<file path="config.mk">
export PLATFORM = sky130hd
export DESIGN_NAME = ntsc_timing_flat
export DESIGN_NICKNAME = d
export VERILOG_FILES = /design/src/rtl/ntsc_pkg.sv /design/src/rtl/ntsc_timing_if.sv /design/src/rtl/sync_counter.sv /design/src/rtl/ntsc_timing.sv /design/src/flat_wrapper.sv
export SDC_FILE = /design/constraint.sdc
export NUM_CORES = 1
export LEC_CHECK = 0
export BUFFER_PORTS_ARGS = -buffer_cell sky130_fd_sc_hd__buf_4
export CAP_MARGIN = 20
export CELL_PAD_IN_SITES_DETAIL_PLACEMENT = 1
export CELL_PAD_IN_SITES_GLOBAL_PLACEMENT = 2
export CORE_MARGIN = 4
export CORE_UTILIZATION = 25
export CTS_CLUSTER_SIZE = 10
export DETAILED_ROUTE_END_ITERATION = 10
export PLACE_DENSITY = 0.7
export SYNTH_ARGS = -nofsm -noshare
export SYNTH_HDL_FRONTEND = slang
export SYNTH_SLANG_ARGS = --single-unit
</file>
<file path="constraint.sdc">
create_clock -name clk -period 4.4 [get_ports clk]
set_clock_uncertainty 0.15 [all_clocks]
set_input_delay 0.44 -clock clk [delete_from_list [all_inputs] [get_ports clk]]
set_output_delay 0.44 -clock clk [all_outputs]
set_load 0.05 [all_outputs]
</file>
<file path="src/rtl/ntsc_pkg.sv">
// Shared NTSC timing defaults, derived totals and porch FSM encoding,
// used by the timing generator and the downstream pattern/encoder stages.
package ntsc_pkg;

    localparam int H_ACTIVE_DEF = 600;
    localparam int H_FRONT_DEF  = 16;
    localparam int H_SYNC_DEF   = 56;
    localparam int H_BACK_DEF   = 88;
    localparam int H_TOTAL_DEF  = H_ACTIVE_DEF + H_FRONT_DEF + H_SYNC_DEF + H_BACK_DEF;

    localparam int V_ACTIVE_DEF = 240;
    localparam int V_FRONT_DEF  = 3;
    localparam int V_SYNC_DEF   = 3;
    localparam int V_BACK_DEF   = 16;
    localparam int V_TOTAL_DEF  = V_ACTIVE_DEF + V_FRONT_DEF + V_SYNC_DEF + V_BACK_DEF;

    localparam int X_W = 10;
    localparam int Y_W = 9;

    // Horizontal instance: H_ACT/H_FP/H_SY/H_BP; vertical: V_ACT/V_FP/V_SY/V_BP.
    typedef enum logic [1:0] {
        ST_ACT = 2'd0,
        ST_FP  = 2'd1,
        ST_SY  = 2'd2,
        ST_BP  = 2'd3
    } porch_state_t;

    function automatic porch_state_t porch_next(input porch_state_t s);
        case (s)
            ST_ACT:  return ST_FP;
            ST_FP:   return ST_SY;
            ST_SY:   return ST_BP;
            default: return ST_ACT;
        endcase
    endfunction

endpackage

</file>
<file path="src/rtl/ntsc_timing_if.sv">
// Timing bus: pixel enable into the generator, position and sync flags out.
interface ntsc_timing_if;
    import ntsc_pkg::*;

    logic           pixel_tick;
    logic [X_W-1:0] x;
    logic [Y_W-1:0] y;
    logic           active_video;
    logic           hsync;
    logic           vsync;
    logic           csync;
    logic           line_start;
    logic           frame_start;

    modport master (
        input  pixel_tick,
        output x, y, active_video, hsync, vsync, csync, line_start, frame_start
    );

    modport slave (
        output pixel_tick,
        input  x, y, active_video, hsync, vsync, csync, line_start, frame_start
    );

endinterface

</file>
<file path="src/rtl/sync_counter.sv">
// Wrapping position counter with a 4-state porch FSM that tracks the count.
//   state  | meaning
//   ST_ACT | count in active region
//   ST_FP  | count in front porch
//   ST_SY  | count in sync pulse window
//   ST_BP  | count in back porch, wraps to ST_ACT at TOTAL-1
module sync_counter
    import ntsc_pkg::*;
#(
    parameter int ACTIVE = 600,
    parameter int FRONT  = 16,
    parameter int SYNC   = 56,
    parameter int BACK   = 88,
    parameter int WIDTH  = 10
) (
    input  logic             clk,
    input  logic             rst,
    input  logic             en_i,
    output logic [WIDTH-1:0] cnt_o,
    output logic             wrap_o,
    output logic             pulse_o,
    output logic             active_d_o,
    output logic             pulse_d_o
);

    localparam int TOTAL = ACTIVE + FRONT + SYNC + BACK;
    localparam logic [WIDTH-1:0] LAST_ACT = WIDTH'(ACTIVE - 1);
    localparam logic [WIDTH-1:0] LAST_FP  = WIDTH'(ACTIVE + FRONT - 1);
    localparam logic [WIDTH-1:0] LAST_SY  = WIDTH'(ACTIVE + FRONT + SYNC - 1);
    localparam logic [WIDTH-1:0] LAST_TOT = WIDTH'(TOTAL - 1);

    logic [WIDTH-1:0] cnt_q, cnt_d;
    porch_state_t     state_q, state_d;
    logic             pulse_q;
    logic [WIDTH-1:0] last_cnt;
    logic             tc;

    assign tc = (cnt_q == LAST_TOT);

    always_comb begin
        last_cnt = LAST_TOT;
        case (state_q)
            ST_ACT:  last_cnt = LAST_ACT;
            ST_FP:   last_cnt = LAST_FP;
            ST_SY:   last_cnt = LAST_SY;
            default: last_cnt = LAST_TOT;
        endcase

        cnt_d   = cnt_q;
        state_d = state_q;
        if (en_i) begin
            cnt_d = tc ? '0 : cnt_q + WIDTH'(1);
            if (cnt_q == last_cnt) begin
                state_d = porch_next(state_q);
            end
        end
    end

    always_ff @(posedge clk) begin
        if (rst) begin
            cnt_q   <= '0;
            state_q <= ST_ACT;
            pulse_q <= 1'b0;
        end else begin
            cnt_q   <= cnt_d;
            state_q <= state_d;
            pulse_q <= (state_d == ST_SY);
        end
    end

    assign cnt_o      = cnt_q;
    assign wrap_o     = en_i & tc;
    assign pulse_o    = pulse_q;
    assign active_d_o = (state_d == ST_ACT);
    assign pulse_d_o  = (state_d == ST_SY);

endmodule

</file>
<file path="src/rtl/ntsc_timing.sv">
// NTSC raster timing: horizontal counter stepped by pixel_tick, vertical
// counter stepped by the horizontal wrap; all flags registered alongside x/y.
module ntsc_timing
    import ntsc_pkg::*;
#(
    parameter int H_ACTIVE = H_ACTIVE_DEF,
    parameter int H_FRONT  = H_FRONT_DEF,
    parameter int H_SYNC   = H_SYNC_DEF,
    parameter int H_BACK   = H_BACK_DEF,
    parameter int V_ACTIVE = V_ACTIVE_DEF,
    parameter int V_FRONT  = V_FRONT_DEF,
    parameter int V_SYNC   = V_SYNC_DEF,
    parameter int V_BACK   = V_BACK_DEF
) (
    input  logic          clk,
    input  logic          rst,
    ntsc_timing_if.master bus
);

    localparam int H_TOTAL = H_ACTIVE + H_FRONT + H_SYNC + H_BACK;
    localparam int V_TOTAL = V_ACTIVE + V_FRONT + V_SYNC + V_BACK;

    if (H_TOTAL > (1 << X_W)) begin : g_h_too_big
        $error("ntsc_timing: H_TOTAL does not fit x");
    end
    if (V_TOTAL > (1 << Y_W)) begin : g_v_too_big
        $error("ntsc_timing: V_TOTAL does not fit y");
    end

    logic h_wrap, h_pulse, h_act_d, h_pulse_d;
    logic v_wrap, v_pulse, v_act_d, v_pulse_d;

    sync_counter #(
        .ACTIVE(H_ACTIVE), .FRONT(H_FRONT), .SYNC(H_SYNC), .BACK(H_BACK), .WIDTH(X_W)
    ) u_h (
        .clk        (clk),
        .rst        (rst),
        .en_i       (bus.pixel_tick),
        .cnt_o      (bus.x),
        .wrap_o     (h_wrap),
        .pulse_o    (h_pulse),
        .active_d_o (h_act_d),
        .pulse_d_o  (h_pulse_d)
    );

    sync_counter #(
        .ACTIVE(V_ACTIVE), .FRONT(V_FRONT), .SYNC(V_SYNC), .BACK(V_BACK), .WIDTH(Y_W)
    ) u_v (
        .clk        (clk),
        .rst        (rst),
        .en_i       (h_wrap),
        .cnt_o      (bus.y),
        .wrap_o     (v_wrap),
        .pulse_o    (v_pulse),
        .active_d_o (v_act_d),
        .pulse_d_o  (v_pulse_d)
    );

    logic active_q, csync_q, line_start_q, frame_start_q;

    // Flags are built from the counters' next state so they land with x/y.
    always_ff @(posedge clk) begin
        if (rst) begin
            active_q      <= 1'b1;
            csync_q       <= 1'b0;
            line_start_q  <= 1'b0;
            frame_start_q <= 1'b0;
        end else begin
            active_q      <= h_act_d & v_act_d;
            csync_q       <= h_pulse_d ^ v_pulse_d;
            line_start_q  <= h_wrap;
            frame_start_q <= v_wrap;
        end
    end

    assign bus.active_video = active_q;
    assign bus.hsync        = h_pulse;
    assign bus.vsync        = v_pulse;
    assign bus.csync        = csync_q;
    assign bus.line_start   = line_start_q;
    assign bus.frame_start  = frame_start_q;

endmodule

</file>
<file path="src/flat_wrapper.sv">
// flat-port wrapper written by rule: the top's interface ports become plain ports
module ntsc_timing_flat import ntsc_pkg::*;
#(
    parameter int H_ACTIVE = H_ACTIVE_DEF,
    parameter int H_FRONT  = H_FRONT_DEF,
    parameter int H_SYNC   = H_SYNC_DEF,
    parameter int H_BACK   = H_BACK_DEF,
    parameter int V_ACTIVE = V_ACTIVE_DEF,
    parameter int V_FRONT  = V_FRONT_DEF,
    parameter int V_SYNC   = V_SYNC_DEF,
    parameter int V_BACK   = V_BACK_DEF
)
  (clk, rst, bus_pixel_tick, bus_x, bus_y, bus_active_video, bus_hsync, bus_vsync, bus_csync, bus_line_start, bus_frame_start);
  ntsc_timing_if bus_i ();
  input  logic clk;
  input  logic rst;
  input wire logic [$bits(bus_i.pixel_tick)-1:0] bus_pixel_tick;
  output wire logic [$bits(bus_i.x)-1:0] bus_x;
  output wire logic [$bits(bus_i.y)-1:0] bus_y;
  output wire logic [$bits(bus_i.active_video)-1:0] bus_active_video;
  output wire logic [$bits(bus_i.hsync)-1:0] bus_hsync;
  output wire logic [$bits(bus_i.vsync)-1:0] bus_vsync;
  output wire logic [$bits(bus_i.csync)-1:0] bus_csync;
  output wire logic [$bits(bus_i.line_start)-1:0] bus_line_start;
  output wire logic [$bits(bus_i.frame_start)-1:0] bus_frame_start;
  assign bus_i.pixel_tick = bus_pixel_tick;
  assign bus_x = bus_i.x;
  assign bus_y = bus_i.y;
  assign bus_active_video = bus_i.active_video;
  assign bus_hsync = bus_i.hsync;
  assign bus_vsync = bus_i.vsync;
  assign bus_csync = bus_i.csync;
  assign bus_line_start = bus_i.line_start;
  assign bus_frame_start = bus_i.frame_start;
  ntsc_timing #(.H_ACTIVE(H_ACTIVE), .H_FRONT(H_FRONT), .H_SYNC(H_SYNC), .H_BACK(H_BACK), .V_ACTIVE(V_ACTIVE), .V_FRONT(V_FRONT), .V_SYNC(V_SYNC), .V_BACK(V_BACK)) u_core (.clk(clk), .rst(rst), .bus(bus_i));
endmodule
</file>
==> summary.md <==
| Metric | Value |
|---|---|
| Worst reg2reg setup slack | around 1800 ps |
| Hold path startpoint | bus_pixel_tick |
| Maximum clock rate | around 0.38 GHz |
| Cell depth of the worst flop-to-flop path | 7 |
| Wire length of the first global-routing pass | 6440 um |
| Area share of the largest cell type after synthesis | 0.365 |
| Core area | approximately 6100 sq um |
| Cts hold-fix bufs | 0 |
| Clock buffer depth | 2 |
| Largest voltage drop on the vdd net | 112 uV |
| CP max FO | 12 |
| Largest delay contributor family on the critical path | simple AND/OR/NAND/NOR gates |
| Routed length per instance | 13.4 um |
| Count of buffers from port buffering | 27 |
| Reg-to-reg startpoint | u_core.u_h.cnt_o[0] |
| Setup Fix Bufs, Post-CTS | 0 |
| Post-detailed-route DRC marker count | 0 |
| Post-synthesis cell area | between 1500 and 2000 sq um |
| Final non-filler cell total | 287 |
| Number of nets in the synthesized netlist | 198 |
| ANT nets after route | 0 |
| CTS Root Buffer Type | clkbuf_8 |
| Unrepaired setup endpoints after global routing | false |
| Max capacitance violation total | 0 |
| Type of destination of the critical path | flop |
| Sinks on Clock Net | 29 |
| Worst Tran Pin Value | roughly 670 ps |
| Post-detailed-routing wire length | 3860 um |
| Post-synthesis sequential area ratio | 0.365 |
| Number of global-route vias before repair | 1352 |
| Highest-utilization routing layer at the global route stage | met2 |
| Count of instances resized after the clock tree is built | 0 |
| Overall overflow remaining after global route | 0 |
| Pin count of the biggest net entering global routing | 24 |
| FP Rows | 28 |
| Final-report setup violation count | 0 |
| Hold violation count in the final report | 0 |
| Grt met3 use | 0.0376 |
| Signal arrival time at the worst endpoint | 2670 ps |
| Mean Syn Cell Area | 8.74 sq um |
| Chip Width | ~88 um |
| Reg clk slew, reported paths | approximately 70 ps |
| Total number of yosys warnings | 0 |
| Initial cell density of the core | 0.262 |
| Endpoint, Worst Hold | u_core.u_h.cnt_o[1] |
| Layout cell share with drive strength beyond 1 | 0.189 |
| Cell total after placement | 279 |
| Class of the most critical hold timing path | input port to flop |
| Height of the chip | 87.8 um |
| Worst max-slew margin expressed relative to the limit | 0.550 |
| Nature of the critical path startpoint | flop |
| Synth area leader | dfxtp_1 |
| Detailed router's first-iteration violation count | 18 |
| Crit path buffers/inverters | 0 |
| First drt pass iteration count | 2 |
| Leakage power | 0.000779 uW |
| Global routing met1 resource utilization | 0.133 |
| Count of cell types in the netlist | 35 |
| Post-detail-place hpwl | 2820 um |
| Later-pin clock latency in the skew report | 290 ps |
| Cell count after synthesis | roughly 180 |
| Die ar. | 7700 sq um |
| Clock tree from TritonCTS | built |
| Number of antenna diodes | 0 |
| Top-level port count | 28 |
| Total via count after detailed routing | between 1000 and 1500 |
| Largest stage delay on the critical path | 650 ps |
| Footprint of the multi-input gates | 946 sq um |
| Most frequent cells in the layout | nor2_1 (29), dfxtp_1 (29), buf_4 (27), xor2_1 (16), ha_1 (13) |
| Ranking of synthesized cells by area | dfxtp_1 (37%), ha_1 (10%), xor2_1 (8.8%) |
| Chain of cells forming the critical path | ha_1, nand3_1, nor4_4, and4_1, mux2i_1, xnor2_1, nor2_1 |
| Share of the clock period used by the worst path | 0.601 |
| Placer congestion estimate | 0.712 |
| Post-layout nets | around 230 |
| Level count of the clock H-tree | 2 |
| Cell depth of the worst min-delay path | 3 |
| Final critical path time including I/O delays and setup | 2650 ps |
| Antenna violations before repair | 0 |
| Total Neg Setup Slack | 0 ps |
| Global-route total usage across every layer | 0.108 |
| Placed cell area | 1860 sq um |
| Routed via count divided by cell count | 4.65 |
| Number of fillers in the final layout | between 700 and 800 |
| M2 GR Usage | 0.174 |
| Synth Register Bits | 29 |
| Path type of the worst setup path | flop to flop |
| Cts bufs inserted | 5 |
| Number of slew-limit violations in the final report | 0 |
| Area of all placed cells without fillers | 1950 sq um |
| RR Endpoint | u_core.bus.csync |
| Data required time of the worst path | 4420 ps |
| Sequential cell area | between 500 and 600 sq um |
| Critical-path cell with the highest stage delay | nor4_4 |
| Outcome | complete, no violations |
| Area growth syn-to-layout | 22.5% |
| Pwr dens | 262 nW/um^2 |
per-layer routing:
metal  routed length [um]  vias up
li1                     -      679
met1                 1910      625
met2                 1690       23
met3                  196        8
met4                   61        0
met5                    0        -
how the worst max path moves through the flow:
stage	startpoint	to	cells past startpoint	slack [ps]
3_5_place_dp	u_core.u_h.cnt_o[0]	u_core.bus.csync	7	1740
3_3_place_gp	u_core.u_h.cnt_o[0]	u_core.bus.csync	7	1810
6_report	u_core.u_h.cnt_o[0]	u_core.bus.csync	7	1750
4_1_cts	u_core.u_h.cnt_o[0]	u_core.bus.csync	7	1720
5_1_grt	u_core.u_h.cnt_o[0]	u_core.bus.csync	7	1470
2_1_floorplan	u_core.u_h.cnt_o[0]	u_core.bus.csync	8	1990
sequential cells by signal, indices dropped and copies added, names as in the netlist:
signal,count
u_core.bus.frame_start,1
u_core.u_v.state_q,2
u_core.u_h.cnt_o,10
u_core.bus.csync,1
u_core.u_h.pulse_o,1
u_core.u_v.cnt_o,9
u_core.bus.line_start,1
u_core.u_v.pulse_o,1
u_core.bus.active_video,1
u_core.u_h.state_q,2
cell families (layout without fill, tap and decap cells):
kind of cell | after synthesis | count (layout) | synth area share
muxes | 5 | 5 | 0.0315
DFF | 29 | 29 | 0.365
adders and majority gates | 13 | 13 | 0.102
and+or+nand+nor | 82 | 82 | 0.277
buffers and inverters | 14 | 44 | 0.0401
xor gates and xnor gates | 22 | 22 | 0.121
AOI/OAI and AO/OA | 17 | 17 | 0.0630
cell usage after synthesis:
library cell and count:
ha_1 13, nand3b_1 2, nor2_1 29, or2_2 2
or3_1 2, xnor2_1 6, buf_4 1, nand4bb_1 1
or4bb_1 1, or4b_4 1, clkbuf_1 3, o22ai_1 1
buf_6 1, a21o_1 1, or3b_2 1, inv_1 9
and3_1 3, o211ai_1 1, nand4_1 8, nand2_1 9
xor2_1 16, a31oi_1 1, o21ai_0 2, nand3_1 4
a21oi_1 8, nor3_1 12, nand2b_1 3, nand4b_1 1
o21bai_1 2, nor4_4 1, a211oi_1 1, and4_1 1
mux2i_1 5, nor4_1 1, dfxtp_1 29
worst min-delay path, stage by stage:
cell	delay (ps)
buf_4	140
nand3_1	60
a21oi_1	60
power breakdown:
group          internal (uW)  leakage [uW]  total (uW)  switching, uW
Clock                    111     0.0000364         228            117
Sequential               264      0.000234         265           1.72
Combinational           5.32      0.000509        17.5           12.2
Total                    380      0.000779         511            131
layout make-up:
cell class                      instances  area share
Tap cell                               75      0.0482
Timing Repair Buffer                   27       0.104
Clock inverter                          3      0.0116
Sequential cell                        29       0.298
Clock buffer                            5      0.0353
Multi-Input combinational cell        139       0.486
Inverter                                9      0.0173
per-stage QoR:
| stage | setup slack (ps) | total power [uW] | utilization | hold slack [ps] |
|---|---|---|---|---|
| 3_3_place_gp | 1810 | 289 | 0.306 | 350 |
| 4_1_cts | 1720 | 521 | 0.321 | 309 |
| 3_5_place_dp | 1740 | 289 | 0.306 | 361 |
| 6_report | 1750 | 511 | 0.321 | 315 |
| 2_1_floorplan | 1990 | 282 | - | 367 |
| 5_1_grt | 1470 | 533 | 0.321 | 354 |
Note: power is estimated with default switching activity, not from simulation.
